[src/rtl/leaf_interface_mc_if.sv]
// rtl/leaf_interface_mc_if.sv - BFT leaf link, user stream and status signals of the multi-channel leaf interface
interface leaf_interface_mc_if #(
  parameter int PACKET_BITS   = 49,
  parameter int PAYLOAD_BITS  = 32,
  parameter int NUM_IN_PORTS  = 4,
  parameter int NUM_OUT_PORTS = 4
);
  logic [PACKET_BITS-1:0]                  i_bft_data;
  logic [PACKET_BITS-1:0]                  o_bft_data;
  logic                                    i_bft_ready;
  logic [NUM_IN_PORTS*PAYLOAD_BITS-1:0]    i_user_data;
  logic [NUM_IN_PORTS-1:0]                 i_user_valid;
  logic [NUM_IN_PORTS-1:0]                 o_user_ready;
  logic [NUM_OUT_PORTS*PAYLOAD_BITS-1:0]   o_user_data;
  logic [NUM_OUT_PORTS-1:0]                o_user_valid;
  logic [NUM_OUT_PORTS-1:0]                i_user_ready;
  logic [1:0]                              o_status;
  logic                                    i_status_clr;

  modport slave (
    input  i_bft_data, i_bft_ready, i_user_data, i_user_valid, i_user_ready, i_status_clr,
    output o_bft_data, o_user_ready, o_user_data, o_user_valid, o_status
  );

  modport master (
    output i_bft_data, i_bft_ready, i_user_data, i_user_valid, i_user_ready, i_status_clr,
    input  o_bft_data, o_user_ready, o_user_data, o_user_valid, o_status
  );
endinterface

[src/rtl/leaf_interface_mc.sv]
// rtl/leaf_interface_mc.sv - round-robin BFT packetiser and per-port FIFO depacketiser
// Optional packet counters are enabled with LEAF_IF_PERF_CNT_EN.
module leaf_interface_mc #(
  parameter int PACKET_BITS     = 49,
  parameter int PAYLOAD_BITS    = 32,
  parameter int NUM_LEAF_BITS   = 5,
  parameter int NUM_PORT_BITS   = 4,
  parameter int NUM_ADDR_BITS   = 7,
  parameter int NUM_IN_PORTS    = 4,
  parameter int NUM_OUT_PORTS   = 4,
  parameter int FIFO_DEPTH_BITS = 3
) (
  input  logic                clk,
  input  logic                reset,
  leaf_interface_mc_if.slave  bus
`ifdef LEAF_IF_PERF_CNT_EN
  ,
  output logic [31:0]         o_tx_count,
  output logic [31:0]         o_rx_count
`endif
);
  localparam int EB       = NUM_LEAF_BITS + NUM_PORT_BITS;
  localparam int DEPTH    = 1 << FIFO_DEPTH_BITS;
  localparam int ADDR_LSB = PAYLOAD_BITS;
  localparam int PORT_LSB = PAYLOAD_BITS + NUM_ADDR_BITS;
  localparam int PTR_W    = (NUM_IN_PORTS > 1) ? $clog2(NUM_IN_PORTS) : 1;
  localparam int MSB      = PACKET_BITS - 1;

  // Incoming packets are registered once before decode, giving a two-edge RX latency.
  logic                     rx_vld;
  logic [NUM_PORT_BITS-1:0] rx_port;
  logic [NUM_ADDR_BITS-1:0] rx_addr;
  logic [PAYLOAD_BITS-1:0]  rx_payload;

  logic [NUM_IN_PORTS-1:0]          tbl_vld;
  logic [NUM_IN_PORTS-1:0][EB-1:0]  tbl_dest;
  logic                             cfg_we;
  logic                             bad_set;
  logic [NUM_OUT_PORTS-1:0]         push;
  logic [NUM_OUT_PORTS-1:0]         wr;
  logic [NUM_OUT_PORTS-1:0]         drop;
  logic [1:0]                       status;

  logic [PACKET_BITS-1:0]   tx_q;
  logic [PACKET_BITS-1:0]   tx_word;
  logic [PTR_W-1:0]         rr_ptr;
  logic [PTR_W-1:0]         rr_next;
  logic [NUM_IN_PORTS-1:0]  grant;
  logic                     tx_free;

  always_ff @(posedge clk or negedge reset) begin
    if (!reset) begin
      rx_vld     <= 1'b0;
      rx_port    <= '0;
      rx_addr    <= '0;
      rx_payload <= '0;
    end else begin
      rx_vld     <= bus.i_bft_data[MSB];
      rx_port    <= bus.i_bft_data[PORT_LSB +: NUM_PORT_BITS];
      rx_addr    <= bus.i_bft_data[ADDR_LSB +: NUM_ADDR_BITS];
      rx_payload <= bus.i_bft_data[PAYLOAD_BITS-1:0];
    end
  end

  always_comb begin
    cfg_we  = 1'b0;
    bad_set = 1'b0;
    push    = '0;
    if (rx_vld) begin
      if (rx_port == '0) begin
        if (rx_addr < NUM_ADDR_BITS'(NUM_IN_PORTS)) cfg_we = 1'b1;
        else                                        bad_set = 1'b1;
      end else if (rx_port > NUM_PORT_BITS'(NUM_OUT_PORTS)) begin
        bad_set = 1'b1;
      end else begin
        for (int p = 0; p < NUM_OUT_PORTS; p++)
          if (rx_port == NUM_PORT_BITS'(p + 1)) push[p] = 1'b1;
      end
    end
  end

  always_ff @(posedge clk or negedge reset) begin
    if (!reset) begin
      tbl_vld  <= '0;
      tbl_dest <= '0;
    end else begin
      for (int e = 0; e < NUM_IN_PORTS; e++) begin
        if (cfg_we && rx_addr == NUM_ADDR_BITS'(e)) begin
          tbl_vld[e]  <= 1'b1;
          tbl_dest[e] <= rx_payload[EB-1:0];
        end
      end
    end
  end

  for (genvar g = 0; g < NUM_OUT_PORTS; g++) begin : g_fifo
    logic [PAYLOAD_BITS-1:0]  mem [DEPTH];
    logic [FIFO_DEPTH_BITS:0] wptr;
    logic [FIFO_DEPTH_BITS:0] rptr;
    logic                     empty;
    logic                     full;
    logic                     pop;

    assign empty   = (wptr == rptr);
    assign full    = (wptr[FIFO_DEPTH_BITS] != rptr[FIFO_DEPTH_BITS]) &&
                     (wptr[FIFO_DEPTH_BITS-1:0] == rptr[FIFO_DEPTH_BITS-1:0]);
    assign pop     = !empty && bus.i_user_ready[g];
    // A simultaneous pop frees the slot the push lands in, so a full FIFO still accepts.
    assign wr[g]   = push[g] && (!full || pop);
    assign drop[g] = push[g] && full && !pop;

    always_ff @(posedge clk or negedge reset) begin
      if (!reset) begin
        wptr <= '0;
        rptr <= '0;
      end else begin
        if (wr[g]) wptr <= wptr + 1'b1;
        if (pop)   rptr <= rptr + 1'b1;
      end
    end

    always_ff @(posedge clk) begin
      if (wr[g]) mem[wptr[FIFO_DEPTH_BITS-1:0]] <= rx_payload;
    end

    assign bus.o_user_data[g*PAYLOAD_BITS +: PAYLOAD_BITS] = mem[rptr[FIFO_DEPTH_BITS-1:0]];
    assign bus.o_user_valid[g] = !empty;
  end

  always_ff @(posedge clk or negedge reset) begin
    if (!reset)                status <= 2'b00;
    else if (bus.i_status_clr) status <= {bad_set, |drop};
    else                       status <= status | {bad_set, |drop};
  end

  assign bus.o_status = status;

  assign tx_free = !tx_q[MSB] || bus.i_bft_ready;

  // Two passes: channels at or above the pointer first, then wrap to the low channels.
  always_comb begin : p_arb
    logic found;
    int   k;
    found   = 1'b0;
    k       = 0;
    grant   = '0;
    tx_word = '0;
    rr_next = rr_ptr;
    for (int i = 0; i < NUM_IN_PORTS; i++) begin
      if (!found && tx_free && bus.i_user_valid[i] && tbl_vld[i] && PTR_W'(i) >= rr_ptr) begin
        found = 1'b1;
        k     = i;
      end
    end
    for (int i = 0; i < NUM_IN_PORTS; i++) begin
      if (!found && tx_free && bus.i_user_valid[i] && tbl_vld[i]) begin
        found = 1'b1;
        k     = i;
      end
    end
    for (int i = 0; i < NUM_IN_PORTS; i++) begin
      if (found && k == i) begin
        grant[i] = 1'b1;
        tx_word  = {1'b1, tbl_dest[i], NUM_ADDR_BITS'(i + 1),
                    bus.i_user_data[i*PAYLOAD_BITS +: PAYLOAD_BITS]};
        rr_next  = PTR_W'((i + 1) % NUM_IN_PORTS);
      end
    end
  end

  always_ff @(posedge clk or negedge reset) begin
    if (!reset) begin
      tx_q   <= '0;
      rr_ptr <= '0;
    end else if (|grant) begin
      tx_q   <= tx_word;
      rr_ptr <= rr_next;
    end else if (bus.i_bft_ready) begin
      tx_q[MSB] <= 1'b0;
    end
  end

  assign bus.o_bft_data   = tx_q;
  assign bus.o_user_ready = grant;

`ifdef LEAF_IF_PERF_CNT_EN
  always_ff @(posedge clk or negedge reset) begin
    if (!reset) begin
      o_tx_count <= '0;
      o_rx_count <= '0;
    end else begin
      if (tx_q[MSB] && bus.i_bft_ready) o_tx_count <= o_tx_count + 32'd1;
      if (|wr)                          o_rx_count <= o_rx_count + 32'd1;
    end
  end
`endif
endmodule

[src/flat_wrapper.sv]
// flat-port wrapper written by rule: the top's interface ports become plain ports
module leaf_interface_mc_flat 
#(
  parameter int PACKET_BITS     = 49,
  parameter int PAYLOAD_BITS    = 32,
  parameter int NUM_LEAF_BITS   = 5,
  parameter int NUM_PORT_BITS   = 4,
  parameter int NUM_ADDR_BITS   = 7,
  parameter int NUM_IN_PORTS    = 4,
  parameter int NUM_OUT_PORTS   = 4,
  parameter int FIFO_DEPTH_BITS = 3
)
  (clk, reset, bus_i_bft_data, bus_i_bft_ready, bus_i_user_data, bus_i_user_valid, bus_i_user_ready, bus_i_status_clr, bus_o_bft_data, bus_o_user_ready, bus_o_user_data, bus_o_user_valid, bus_o_status);
  leaf_interface_mc_if #(.PACKET_BITS(PACKET_BITS), .PAYLOAD_BITS(PAYLOAD_BITS), .NUM_IN_PORTS(NUM_IN_PORTS), .NUM_OUT_PORTS(NUM_OUT_PORTS)) bus_i ();
  input  logic clk;
  input  logic reset;
  input wire logic [$bits(bus_i.i_bft_data)-1:0] bus_i_bft_data;
  input wire logic [$bits(bus_i.i_bft_ready)-1:0] bus_i_bft_ready;
  input wire logic [$bits(bus_i.i_user_data)-1:0] bus_i_user_data;
  input wire logic [$bits(bus_i.i_user_valid)-1:0] bus_i_user_valid;
  input wire logic [$bits(bus_i.i_user_ready)-1:0] bus_i_user_ready;
  input wire logic [$bits(bus_i.i_status_clr)-1:0] bus_i_status_clr;
  output wire logic [$bits(bus_i.o_bft_data)-1:0] bus_o_bft_data;
  output wire logic [$bits(bus_i.o_user_ready)-1:0] bus_o_user_ready;
  output wire logic [$bits(bus_i.o_user_data)-1:0] bus_o_user_data;
  output wire logic [$bits(bus_i.o_user_valid)-1:0] bus_o_user_valid;
  output wire logic [$bits(bus_i.o_status)-1:0] bus_o_status;
  assign bus_i.i_bft_data = bus_i_bft_data;
  assign bus_i.i_bft_ready = bus_i_bft_ready;
  assign bus_i.i_user_data = bus_i_user_data;
  assign bus_i.i_user_valid = bus_i_user_valid;
  assign bus_i.i_user_ready = bus_i_user_ready;
  assign bus_i.i_status_clr = bus_i_status_clr;
  assign bus_o_bft_data = bus_i.o_bft_data;
  assign bus_o_user_ready = bus_i.o_user_ready;
  assign bus_o_user_data = bus_i.o_user_data;
  assign bus_o_user_valid = bus_i.o_user_valid;
  assign bus_o_status = bus_i.o_status;
  leaf_interface_mc #(.PACKET_BITS(PACKET_BITS), .PAYLOAD_BITS(PAYLOAD_BITS), .NUM_LEAF_BITS(NUM_LEAF_BITS), .NUM_PORT_BITS(NUM_PORT_BITS), .NUM_ADDR_BITS(NUM_ADDR_BITS), .NUM_IN_PORTS(NUM_IN_PORTS), .NUM_OUT_PORTS(NUM_OUT_PORTS), .FIFO_DEPTH_BITS(FIFO_DEPTH_BITS)) u_core (.clk(clk), .reset(reset), .bus(bus_i));
endmodule
[config.mk]
export PLATFORM = sky130hd
export DESIGN_NAME = leaf_interface_mc_flat
export DESIGN_NICKNAME = d
export VERILOG_FILES = /design/src/rtl/leaf_interface_mc_if.sv /design/src/rtl/leaf_interface_mc.sv /design/src/flat_wrapper.sv
export SDC_FILE = /design/constraint.sdc
export NUM_CORES = 1
export LEC_CHECK = 0
export CAP_MARGIN = 20
export CORE_UTILIZATION = 60
export CTS_CLUSTER_DIAMETER = 30
export DETAILED_ROUTE_END_ITERATION = 8
export DONT_BUFFER_PORTS = 1
export PLACE_DENSITY = 0.79
export REMOVE_ABC_BUFFERS = 1
export SLEW_MARGIN = 20
export SYNTH_ARGS = -nofsm -noshare
export SYNTH_HDL_FRONTEND = slang
export SYNTH_SLANG_ARGS = --single-unit
[constraint.sdc]
create_clock -name clk -period 4.7 [get_ports clk]
set_input_delay 0.705 -clock clk [delete_from_list [all_inputs] [get_ports clk]]
set_output_delay 0.705 -clock clk [all_outputs]
set_load 0.03 [all_outputs]
==> out/summary.txt, run 1 <==
WHS Endpoint: u_core.bus.o_bft_data[21]
Routed length per instance: 33.09 µm
Setup TNS: 0 ps
Critical Path RT: 3990 ps
DP Wirelength: 60,260 µm
Max Transition Viols Final: 0
Vias: 23,900
I/O Buffers: 0
Worst reg2reg setup slack: 960 ps
Post-synth ARST share: 13.80%
Gr usage total: 31.04%
Tot Pwr: 35.89 mW
Beginning of the worst hold path: bus_i_user_data[85]
Number of setup buffers added after CTS: 0
Post-synthesis register bit count: 1,188
CORE AREA: 76,080 µm²
Skew final: 71.41 ps
Total wire length: 119,900 µm
Startpoint types: register
F_max: 244.2 MHz
Commonest non-fill, non-tap cells in the layout: edfxtp_1, mux4_2, clkbuf_16
First-pass GRT wire length: 171,300 µm
Post-CTS Resized: 0
Sequential fraction of the synthesis area: 75.39%
Layout cells sized above 1: 35.24%
Via-to-Cell Ratio: 6.594
Largest net degree at the start of global routing: 165
Synth cell types: 49
Worst path arrival time: 3390 ps
Net total in the final layout: 2,614
CTS tree: built
Residual DRC: 0
Die area: 78,170 µm²
Clock buffer depth: 3
Synth Warn #: 0
Die Y: 279.6 µm
Row count: 101
RSZ-0062 raised after global routing: false
Reg2reg start: u_core.bus.o_bft_data[48]
CTS Buf Count: 189
Worst Hold Depth: 1
Maxcap violations: 0
# setup viols final: 0
Final Hold Vio Count: 0
Depth of the worst register-to-register path: 8
Inst Count DP: 3,210
Critical path type: reg2out
Placer Congestion: 0.9201
Placed cell area: 47,750 µm²
Clock latency on the worst-skew pair: 780 ps
Peak VDD IR: 0.4275 mV
Max_slew headroom: 32.76%
Hold_ws: 68.01 ps
Vias in the first global route: 25,110
Leak Pwr: 18.75 nW
Power per standard cell area: 652.2 nW/µm²
Non-filler cells, final: 3,624
Tmin final: 4095 ps
Number of synthesized flops with an enable pin: 1,024
Syn Inst Count: 2,234
Total grt overflow: 0
Boundary pin count: 376
Die X: 279.6 µm
Worst slew pin tran: 1009 ps
Avg Synthesized Cell Area: 20.70 µm²
Htree depth: 4
Clk slew on worst S/H paths: 60 ps
Leading cell type in the layout, fill and taps excluded: edfxtp_1
Crit Path Max Fanout: 45
Initial Utilization: 60.77%
Root Buffer: clkbuf_16
Clk sinks: 1,188
CP endpoint kind: primary output
Antenna violation net count after detailed routing: 0
Worst hold path class: in2reg
Area grow syn2layout: 19.01%
Fillcell total: 4,083
Final instance area: 55,020 µm²
Iteration-0 DRC count of the detailed router: 2,496
Reg-to-reg endpoint: u_core.bus.o_bft_data[13]
Initial antenna violation count: 19
Status: completed
Number of iterations in the first detailed-routing pass: 6
Fin crit share: 87.13%
Cell Area, Synth: 46,230 µm²
Primary FF master, synth: edfxtp_1
-- area by class of cell --
cell class | instances | area (µm²) | area share [%]
antenna | 12 | 30.03 | 0.05458
tap | 1030 | 1289 | 2.342
sequential | 1188 | 34900 | 63.43
timing repair buffer | 125 | 1109 | 2.015
clock buffer | 218 | 4985 | 9.060
multi-input combinational | 909 | 10940 | 19.88
inverter | 4 | 15.01 | 0.02729
clock inverter | 138 | 1757 | 3.193
-- repair_timing --
action / 4_1_cts / 5_1_grt
setup endpoints to repair: 0 / 0
hold endpoints to repair: 208 / 0
hold buffers: 46 / 0
-- worst max-delay path, stage by stage (launching register included) --
cell and delay (ps):
dfrtp_4 1000, buf_4 570, mux4_2 600, mux2_2 410
-- how the worst max path moves through the flow --
stage | startpoint | endpoint
6_report | u_core.g_fifo[3].rptr[0] | bus_o_user_data[122]
5_1_grt | u_core.g_fifo[3].rptr[0] | bus_o_user_data[122]
4_1_cts | u_core.g_fifo[3].rptr[0] | bus_o_user_data[122]
3_5_place_dp | bus_i_bft_ready | u_core.bus.o_bft_data[31]
3_3_place_gp | u_core.rx_port[2] | u_core.g_fifo[0].mem[4][1]
2_1_floorplan | u_core.g_fifo[1].rptr[0] | u_core.g_fifo[1].mem[4][0]
-- Yosys cell counts, types with 3 or more instances --
| master | count | area [µm²] |
|---|---|---|
| dfrtp_1 | 164 | 4104 |
| ha_1 | 8 | 100.1 |
| mux4_2 | 256 | 5766 |
| buf_6 | 5 | 56.30 |
| buf_1 | 20 | 75.07 |
| nand2_1 | 31 | 116.4 |
| edfxtp_1 | 1024 | 30750 |
| inv_1 | 4 | 15.01 |
| nor3_1 | 52 | 260.3 |
| a21oi_1 | 5 | 25.02 |
| nand3_1 | 43 | 215.2 |
| xor2_1 | 13 | 113.9 |
| clkbuf_1 | 66 | 247.7 |
| nor3b_1 | 13 | 97.59 |
| buf_4 | 7 | 52.55 |
| nand4_1 | 52 | 325.3 |
| a211o_1 | 43 | 376.6 |
| or2_2 | 3 | 18.77 |
| mux2i_1 | 41 | 410.4 |
| mux2_2 | 172 | 1937 |
| nand2b_1 | 8 | 50.05 |
| and2_1 | 5 | 31.28 |
| buf_2 | 38 | 190.2 |
| nor2_1 | 102 | 382.9 |
| nor2b_1 | 4 | 25.02 |
| xnor2_1 | 27 | 236.5 |
-- through the flow --
stage	util, %	setup WS, ps
after floorplan	-	-1681
after global routing	72.32	399.6
after CTS	72.25	498.0
after detailed placement	62.76	1073
after global placement	62.76	1270
final	72.32	605.0
-- state kept, by name, summed over array words and instances (netlist names) --
signal,flops
u_core.bus.o_bft_data,45
u_core.bus.o_status,2
u_core.g_fifo.mem,1024
u_core.g_fifo.rptr,16
u_core.g_fifo.wptr,16
u_core.rr_ptr,1
u_core.rx_addr,7
u_core.rx_payload,32
u_core.rx_port,4
u_core.rx_vld,1
u_core.tbl_dest,36
u_core.tbl_vld,4
-- logic make-up after synthesis --
group                    synth area share (%)
AO/OA/AOI/OAI                           1.058
XOR/XNOR                               0.7578
adder cells (fa/ha/maj)                0.2165
buffers and inverters                   1.377
flip-flops                              75.39
multiplexers                            17.55
other                                0.008111
AND/OR/NAND/NOR                         3.648
-- report_power, final --
group          total [mW]  leakage, nW  internal (mW)  switching [mW]
clock network        14.5         3.22           9.11            5.38
registers            13.2         11.2           11.9            1.26
logic                8.23         4.32           3.31            4.92
total                35.9         18.8           24.3            11.6
-- routing by layer --
layer | global-route usage (%) | share of wire (%) | wire (µm)
met5 | 0 | 0.075 | 90
met4 | 14.82 | 4.7 | 5645
met3 | 7.256 | 9.2 | 11030
met2 | 52.66 | 51 | 61550
met1 | 37.83 | 35 | 41600
(Power assumes the default switching activity.)
==> run 2: changes to the inputs <==
--- a/config.mk
+++ b/config.mk
@@ -5,7 +5,7 @@
 export SDC_FILE = /design/constraint.sdc
 export NUM_CORES = 1
 export LEC_CHECK = 0
-export CAP_MARGIN = 20
+export CAP_MARGIN = 25
 export CORE_UTILIZATION = 60
 export CTS_CLUSTER_DIAMETER = 30
 export DETAILED_ROUTE_END_ITERATION = 8
==> out/summary.txt, run 2 (same netlist as run 1, synthesis figures left out) <==
Power per standard cell area: 650.3 nW/µm²
Number of setup buffers added after CTS: 0
# setup viols final: 0
Total grt overflow: 0
Clk slew on worst S/H paths: 60 ps
Clk sinks: 1,188
CORE AREA: 76,080 µm²
Hold buffer count at CTS: 46
Initial Utilization: 60.77%
Depth of the worst register-to-register path: 8
CP endpoint kind: primary output
DP Worst Slack: 1042 ps
Worst path arrival time: 3390 ps
Final instance area: 55,200 µm²
Area grow syn2layout: 19.39%
Via-to-Cell Ratio: 6.535
Worst Hold Depth: 1
Htree depth: 4
Status: completed
Boundary pin count: 376
Antenna violation net count after detailed routing: 0
Cell family with most CP delay: multiplexers
Internal Power: 24.36 mW
Crit path buf inv count: 1
Maxcap violations: 0
Crit path largest cell delay: 1000 ps
First-pass GRT wire length: 168,700 µm
Commonest non-fill, non-tap cells in the layout: edfxtp_1, mux4_2, clkbuf_16
Max reg flops: 1,024
Leading cell type in the layout, fill and taps excluded: edfxtp_1
WP depth: 3
Net total in the final layout: 2,622
Worst hold path class: in2reg
Sw Pwr: 11.53 mW
Die X: 279.6 µm
CP cell instances: buf_4, mux4_2, mux2_2
Clock latency on the worst-skew pair: 750 ps
Placer Congestion: 0.9201
Max Transition Viols Final: 0
Total wire length: 117,900 µm
Switching share of power: 32.13%
Tmin final: 4097 ps
Worst slew pin tran: 1169 ps
Row count: 101
DP Wirelength: 61,710 µm
Tot Pwr: 35.89 mW
Inst Count DP: 3,219
Number of iterations in the first detailed-routing pass: 8
Peak VDD IR: 0.4536 mV
Clk pwr share: 40.4%
RSZ-0062 raised after global routing: false
Comb power frac: 23.1%
CTS tree: built
Non-filler cells, final: 3,633
Iteration-0 DRC count of the detailed router: 2,530
Skew final: 31.49 ps
Leak Pwr: 18.86 nW
Crit-path slowest cell: dfrtp_4
Residual DRC: 0
Die area: 78,170 µm²
Layout cells sized above 1: 35.44%
Fin crit share: 87.17%
Gr usage total: 30.52%
Routed length per instance: 32.44 µm
Worst setup margin: 603.2 ps
Setup TNS: 0 ps
Placed cell area: 47,930 µm²
Post-CTS Resized: 0
F_max: 244.1 MHz
Crit Path Max Fanout: 45
I/O Buffers: 0
Startpoint types: register
Vias in the first global route: 24,800
Root Buffer: clkbuf_16
Initial antenna violation count: 16
Critical Path RT: 3990 ps
Die Y: 279.6 µm
Vias: 23,740
Sequential Power Share: 36.6%
Final Hold Vio Count: 0
Max_slew headroom: 22.08%
Clock buffer depth: 3
CTS Buf Count: 187
Critical path type: reg2out
Largest net degree at the start of global routing: 165
[run 2: changes by cell type in the layout (fill, tap and decap cells not counted), sizes merged]
cell / delta
clkbuf: -16
clkinv: +4
bufinv: +3
inv: +10
clkinvlp: -3
diode: +1
buf: +10
[run 2: worst paths after layout]
path                                           start                        end  slack [ps]
min in group asynchronous                      reset      u_core.rx_payload[29]         560
max in group asynchronous                      reset   u_core.g_fifo[1].rptr[0]        2980
min                              bus_i_user_data[72]   u_core.bus.o_bft_data[8]          90
max reg2reg                u_core.bus.o_bft_data[48]  u_core.bus.o_bft_data[31]         980
min reg2reg                      u_core.tbl_dest[22]  u_core.bus.o_bft_data[43]         480
max                         u_core.g_fifo[3].rptr[0]       bus_o_user_data[115]         600
[run 2: through the flow]
stage	hold WS [ps]	utilization, %
6_report	87.22	72.55
5_1_grt	60.83	72.55
4_1_cts	41.85	72.46
3_5_place_dp	412.5	63.01
3_3_place_gp	412.7	62.76
2_1_floorplan	409.4	-
[run 2: power by group through the flow]
| stage | logic (mW) | clock network (mW) | registers, mW |
|---|---|---|---|
| CTS | 8.33 | 14.6 | 13.1 |
| floorplan | 5.93 | 0 | 13.7 |
| global placement | 7.91 | 0 | 13.3 |
| finish | 8.27 | 14.5 | 13.1 |
| global route | 8.63 | 15.0 | 13.2 |
| detailed placement | 8.06 | 0 | 13.3 |
[run 2: area by class of cell]
cell class                      instances  area (µm²)
Sequential cell                      1188       34890
Tap cell                             1030        1289
Clock inverter                        152        1893
Clock buffer                          202        4820
Inverter                                4       15.01
Antenna cell                           13       32.53
Multi-Input combinational cell        909       10940
Fill cell                            4105       20880
Timing Repair Buffer                  135        1321
[run 2: routing by layer]
metal  vias to the layer above  GRT usage, %  routed length [µm]
met3                       291         7.957               10860
li1                       9573             -                   -
met2                      1440         50.57               58970
met4                        10         14.54                5783
met5                         -             0                  64
met1                     12430         37.79               42190
